### config.mk
export PLATFORM = sky130hd
export DESIGN_NAME = dispatch_queue
export DESIGN_NICKNAME = d
export VERILOG_FILES = /design/src/rtl/dispatch_queue_pkg.sv /design/src/rtl/dispatch_queue_rs_select.sv /design/src/rtl/dispatch_queue.sv
export SDC_FILE = /design/constraint.sdc
export NUM_CORES = 1
export LEC_CHECK = 0
export ABC_AREA = 1
export BUFFER_PORTS_ARGS = -buffer_cell sky130_fd_sc_hd__buf_2
export CORE_MARGIN = 4
export CORE_UTILIZATION = 60
export CTS_BUF_LIST = sky130_fd_sc_hd__clkbuf_4 sky130_fd_sc_hd__clkbuf_8
export CTS_CLUSTER_DIAMETER = 200
export DETAILED_ROUTE_END_ITERATION = 16
export PLACE_DENSITY = 0.89
export SLEW_MARGIN = 20
export SYNTH_ARGS = -nofsm -noshare
export SYNTH_HDL_FRONTEND = slang
export SYNTH_SLANG_ARGS = --single-unit
### constraint.sdc
create_clock -name CLK -period 9.4 [get_ports CLK]
set_clock_uncertainty 0.15 [all_clocks]
set_input_delay 0.47 -clock CLK [delete_from_list [all_inputs] [get_ports CLK]]
set_output_delay 0.47 -clock CLK [all_outputs]
set_load 0.05 [all_outputs]
### src/rtl/dispatch_queue_pkg.sv
// rtl/dispatch_queue_pkg.sv - shared types, RS tags and class helpers for the dispatch queue
package dispatch_queue_pkg;

  localparam logic [6:0] OP_LOAD  = 7'b0000011;
  localparam logic [6:0] OP_STORE = 7'b0100011;

  typedef enum logic [1:0] {
    FU_ALU,
    FU_LOAD,
    FU_STORE
  } fu_class_t;

  typedef logic [2:0] RS_tag_type;

  // RS_BUSY / avail bit order: ALU1, ALU2, LOAD, STORE
  localparam RS_tag_type INVALID = 3'd0;
  localparam RS_tag_type ALU1_RS = 3'd1;
  localparam RS_tag_type ALU2_RS = 3'd2;
  localparam RS_tag_type LD_RS   = 3'd3;
  localparam RS_tag_type ST_RS   = 3'd4;

  typedef struct packed {
    logic [6:0]  opcode;
    logic [3:0]  alu_fun;
    logic [2:0]  mem_type;
    logic [31:0] A;
    logic [31:0] B;
    logic [31:0] rs2_data;
  } task_t;

  function automatic logic [3:0] rs_onehot(input RS_tag_type tag);
    case (tag)
      ALU1_RS: rs_onehot = 4'b0001;
      ALU2_RS: rs_onehot = 4'b0010;
      LD_RS:   rs_onehot = 4'b0100;
      ST_RS:   rs_onehot = 4'b1000;
      default: rs_onehot = 4'b0000;
    endcase
  endfunction

  function automatic fu_class_t fu_class_of(input logic [6:0] opcode);
    if (opcode == OP_LOAD)
      fu_class_of = FU_LOAD;
    else if (opcode == OP_STORE)
      fu_class_of = FU_STORE;
    else
      fu_class_of = FU_ALU;
  endfunction

endpackage

### src/rtl/dispatch_queue_rs_select.sv
// rtl/dispatch_queue_rs_select.sv - picks a free reservation station for a functional-unit class
module rs_select
  import dispatch_queue_pkg::*;
(
  input  fu_class_t  fu_class,
  input  logic [3:0] avail,
  output RS_tag_type tag,
  output logic       found
);

  always_comb begin
    tag   = INVALID;
    found = 1'b0;
    case (fu_class)
      FU_ALU: begin
        // ALU1 is preferred; ALU2 only takes work when ALU1 is unavailable
        if (avail[0]) begin
          tag   = ALU1_RS;
          found = 1'b1;
        end else if (avail[1]) begin
          tag   = ALU2_RS;
          found = 1'b1;
        end
      end
      FU_LOAD: begin
        if (avail[2]) begin
          tag   = LD_RS;
          found = 1'b1;
        end
      end
      FU_STORE: begin
        if (avail[3]) begin
          tag   = ST_RS;
          found = 1'b1;
        end
      end
      default: begin
        tag   = INVALID;
        found = 1'b0;
      end
    endcase
  end

endmodule

### src/rtl/dispatch_queue.sv
// rtl/dispatch_queue.sv - in-order issue queue dispatching decoded tasks to reservation stations
module dispatch_queue
  import dispatch_queue_pkg::*;
#(
  parameter int DEPTH = 8,
  parameter int CNT_W = $clog2(DEPTH + 1)
) (
  input  logic             CLK,
  input  logic             RST_N,
  input  logic             FLUSH,
  input  logic             ENQ_VALID,
  input  task_t            ENQ_TASK,
  output logic             ENQ_READY,
  input  logic [3:0]       RS_BUSY,
  output task_t            DISPATCH_TASK,
  output RS_tag_type       dest_RS,
  output logic [CNT_W-1:0] COUNT
);

  localparam int PTR_W = $clog2(DEPTH);

  task_t            mem [DEPTH];
  logic [PTR_W-1:0] head;
  logic [PTR_W-1:0] tail;
  logic [CNT_W-1:0] count;
  logic [3:0]       last_sel;

  logic       full;
  logic       empty;
  task_t      head_task;
  fu_class_t  head_class;
  logic [3:0] avail;
  RS_tag_type sel_tag;
  logic       sel_found;
  logic       enq;
  logic       deq;

  assign full       = (count == CNT_W'(DEPTH));
  assign empty      = (count == '0);
  assign head_task  = mem[head];
  assign head_class = fu_class_of(head_task.opcode);

  // An RS dispatched to last cycle may not have raised BUSY yet, so skip it once
  assign avail = ~RS_BUSY & ~last_sel;

  rs_select u_rs_select (
    .fu_class (head_class),
    .avail    (avail),
    .tag      (sel_tag),
    .found    (sel_found)
  );

  assign enq = ENQ_VALID && !full && !FLUSH;
  assign deq = sel_found && !empty && !FLUSH;

  assign ENQ_READY = !full;
  assign COUNT     = count;

  always_ff @(posedge CLK) begin
    if (enq)
      mem[tail] <= ENQ_TASK;
  end

  always_ff @(posedge CLK or negedge RST_N) begin
    if (!RST_N) begin
      head          <= '0;
      tail          <= '0;
      count         <= '0;
      last_sel      <= '0;
      dest_RS       <= INVALID;
      DISPATCH_TASK <= '0;
    end else if (FLUSH) begin
      head     <= '0;
      tail     <= '0;
      count    <= '0;
      last_sel <= '0;
      dest_RS  <= INVALID;
    end else begin
      if (enq)
        tail <= tail + PTR_W'(1);
      if (deq) begin
        head          <= head + PTR_W'(1);
        DISPATCH_TASK <= head_task;
        dest_RS       <= sel_tag;
        last_sel      <= rs_onehot(sel_tag);
      end else begin
        dest_RS  <= INVALID;
        last_sel <= '0;
      end
      case ({enq, deq})
        2'b10:   count <= count + CNT_W'(1);
        2'b01:   count <= count - CNT_W'(1);
        default: count <= count;
      endcase
    end
  end

endmodule

==> reports/results.md <==
| Parameter | Value | Unit |
|---|---|---|
| Vias in the first global route | 25300 | - |
| Overall die height | 261 | um |
| Gr usage total | 27.3 | % |
| Wire length of the first global-routing pass | 143000 | um |
| Initial core utilization | 60.7 | % |
| Std-Cell Core Area | 63200 | um2 |
| Number of nets at the end of the flow | 3308 | - |
| Reg-to-reg setup timing slack | 3.91 | ns |
| Clock tree from TritonCTS | built | - |
| Max_slew headroom | 22.1 | % |
| Reg-to-reg endpoint | DISPATCH_TASK[86] | - |
| Total power density per cell area | 286 | nW/um2 |
| Sum of negative setup slack | 0 | ns |
| Number of failing setup endpoints in the final timing report | 0 | - |
| Die Area | 68100 | um2 |
| Peak supply drop | 264 | uV |
| Crit path cell chain | clkinv_8, nand2_1, nand3_1, nand3_1, nand2_1, nand2_1, clkinv_1, nand3_2, nand3_2, nand3_4, buf_4, nand2_1, o21ai_1 | - |
| Setup repair after global routing missed its margin | false | - |
| Std cell rows | 92 | - |
| Number of cells upsized or downsized after cts | 0 | - |
| Horizontal die dimension | 261 | um |
| Sink Count | 1007 | - |
| Yosys top cell by area | sky130_fd_sc_hd__edfxtp_1 | - |
| Total count of max-transition violations in the final report | 0 | - |
| Reported max-cap violation count | 0 | - |
| Routed wire length | 94100 | um |
| TritonCTS Buffers | 151 | - |
| Syn Std Cell Area | 38400 | um2 |
| Placed Instances | 3758 | - |
| Data arrival, critical path | 6.02 | ns |
| Leading post-synthesis cells by cell area | sky130_fd_sc_hd__edfxtp_1 (69%), sky130_fd_sc_hd__dfrtp_1 (8.3%), sky130_fd_sc_hd__o21ai_0 (6.9%), sky130_fd_sc_hd__nor2_1 (4.3%), sky130_fd_sc_hd__o221ai_1 (2.4%) | - |
| DRC marker count from the first detailed-route iteration | 3816 | - |
| Final weighted congestion in routability-driven placement | 0.760 | - |
| Fraction of post-synthesis cell area in the top cell type by area | 68.9 | % |
| Leak pwr | 15.9 | nW |
| Startpoint of the most critical register-to-register path | head[0] | - |
| Commonest cells post-synth | sky130_fd_sc_hd__edfxtp_1 (880), sky130_fd_sc_hd__o21ai_0 (527), sky130_fd_sc_hd__nor2_1 (443) | - |
| Share of post-route cells with drive strength above 1 | 16.7 | % |
| Total vias in the final route | 25700 | - |
| Remaining number of nets flagged by the antenna check after routing | 0 | - |
| Layout overhead on the synthesized area | 15.8 | % |
| Final hold violation count | 0 | - |
| Warnings from Yosys | 0 | - |
| Run status | complete, no violations | - |
| Number of antenna violations at the first check in global routing | 7 | - |
| Number of I/O port buffers | 235 | - |
| CTS H-Tree Depth | 4 | - |
| Clock latency at the later pin of the worst-skew pair | 0.82 | ns |
| Type of origin of the critical path | register | - |
| Pin count of the biggest net entering global routing | 227 | - |
| Design area | 44400 | um2 |
| Crit path buffers/inverters | 3 | - |
| Number of post-CTS setup repair buffers | 0 | - |
| End-of-flow core utilization | 70.3 | % |
| Category of the critical setup timing path | register to register | - |
| Final period utilization | 58.4 | % |
| Fraction of registers with async set/reset | 12.6 | % |
| Element type at the critical path end | register | - |
| Dominant cell by count in the synthesized netlist | sky130_fd_sc_hd__edfxtp_1 | - |
| Minimum clock period after layout | 5.49 | ns |
| Synthesis-stage register bit count | 1007 | - |
| CP max-delay cell | sky130_fd_sc_hd__dfrtp_4 | - |
| Critical path data required time | 9.94 | ns |
| Top-level I/O count | 236 | - |
| CP top delay family | buffers and inverters | - |
| Maximum clock frequency | 0.182 | GHz |
| Number of standard cells after synthesis | 2841 | - |
| Aggregate global routing overflow | 0 | - |
| Main flop type after synthesis | sky130_fd_sc_hd__edfxtp_1 | - |
| Post-synthesis cell type count | 33 | - |
| R2R depth | 13 | - |
| Slew at the pin with the worst max-slew slack | 1.17 | ns |
| Worst path max stage delay | 1.07 | ns |
| Non-filler instance count after layout | 4168 | - |
| Overall power consumption | 12.7 | mW |
| DRC violation count after routing | 0 | - |
| Count of flip-flops with a built-in enable after synthesis | 880 | - |
| Cell repeated most along the worst path | sky130_fd_sc_hd__nand2_1 | - |
| Register clock-pin slew on the reported worst setup and hold paths | 0.07 | ns |
| DP HPWL | 45000 | um |
| Clock Root Buffer | sky130_fd_sc_hd__clkbuf_8 | - |
| Maximum buffer depth of the clock tree | 3 | - |
| Via density | 6.17 | - |
| Largest driver fanout on the critical path | 226 | - |
| Net count of the mapped netlist | 2964 | - |
| Avg Synthesized Cell Area | 13.5 | um2 |
| DRT Pass-1 Iters | 8 | - |
| Worst hold path class | input pin to async pin | - |
| Wirelength per Cell | 22.6 | um |
| Sequential area share after synthesis | 77.1 | % |
| Total cell area at the placement stage | 40100 | um2 |
## flip-flops by register name, summed over array words and instances (netlist names)
register       cells
DISPATCH_TASK    110
tail               3
last_sel           4
dest_RS            3
mem              880
head               3
COUNT              4
## area by class of cell
type	count	area, um2
Clock buffer	228	2730
Fill cell	3692	18800
Inverter	62	255
Multi-Input combinational cell	1577	7740
Tap cell	846	1060
Antenna cell	7	17.5
Timing Repair Buffer	386	2650
Sequential cell	1007	29600
Clock inverter	55	363
## metrics by stage
step                      setup slack (ns)  hold slack, ns
final                                 3.91           0.145
after global placement                4.67           0.316
after CTS                             4.30           0.160
after detailed placement              4.45           0.324
after global routing                  3.69           0.198
after floorplan                       2.40          0.0244
## layer usage
layer	GRT usage, %	up-vias	part of all wire (%)
met4	10.5	2	3.0
met1	36.4	12400	37
met5	0	-	0.014
met3	5.82	277	10
met2	45.0	1772	49
li1	-	11300	-
## cells by family after synthesis
group                      count (synthesis)  synth area share (%)
adders and majority gates                  5                 0.183
AOI/OAI and AO/OA                        846                  12.4
DFF                                     1007                  77.1
and+or+nand+nor                          724                  7.39
buffers and inverters                    257                  2.85
xor gates and xnor gates                   2                0.0457
## power breakdown
part,switching [mW],internal (mW)
clock,1.70,1.93
combinational,2.66,0.910
sequential,0.272,5.22
## worst max-delay path by stage
stage                         from                end  slack, ns  depth (start not counted)
after detailed placement   head[0]  DISPATCH_TASK[78]       4.45                         13
final                      head[0]  DISPATCH_TASK[86]       3.91                         13
after floorplan           COUNT[1]          mem[0][0]       2.40                          6
after global placement     head[0]  DISPATCH_TASK[16]       4.67                         12
after CTS                  head[0]  DISPATCH_TASK[90]       4.30                         13
after global routing       head[0]  DISPATCH_TASK[86]       3.69                         13
## placed cells by master, fill, tap and decap left out, types with 45 or more instances in the layout
cell type	synthesis	final
sky130_fd_sc_hd__nor2_1	443	435
sky130_fd_sc_hd__nand3_1	45	45
sky130_fd_sc_hd__nand2_1	222	222
sky130_fd_sc_hd__o22ai_1	103	103
sky130_fd_sc_hd__clkbuf_4	0	65
sky130_fd_sc_hd__clkbuf_8	0	163
sky130_fd_sc_hd__dlygate4sd3_1	0	118
sky130_fd_sc_hd__o21ai_0	527	527
sky130_fd_sc_hd__dfrtp_1	127	125
sky130_fd_sc_hd__edfxtp_1	880	880
sky130_fd_sc_hd__o21ai_1	106	106
sky130_fd_sc_hd__o221ai_1	103	103
sky130_fd_sc_hd__inv_1	58	57
sky130_fd_sc_hd__buf_2	21	234
## what timing repair did
item	4_1_cts	5_1_grt
hold buffers	118	0
hold endpoints to repair	972	0
endpoints found under the setup margin	0	0
Power figures use the tool's default switching activity.
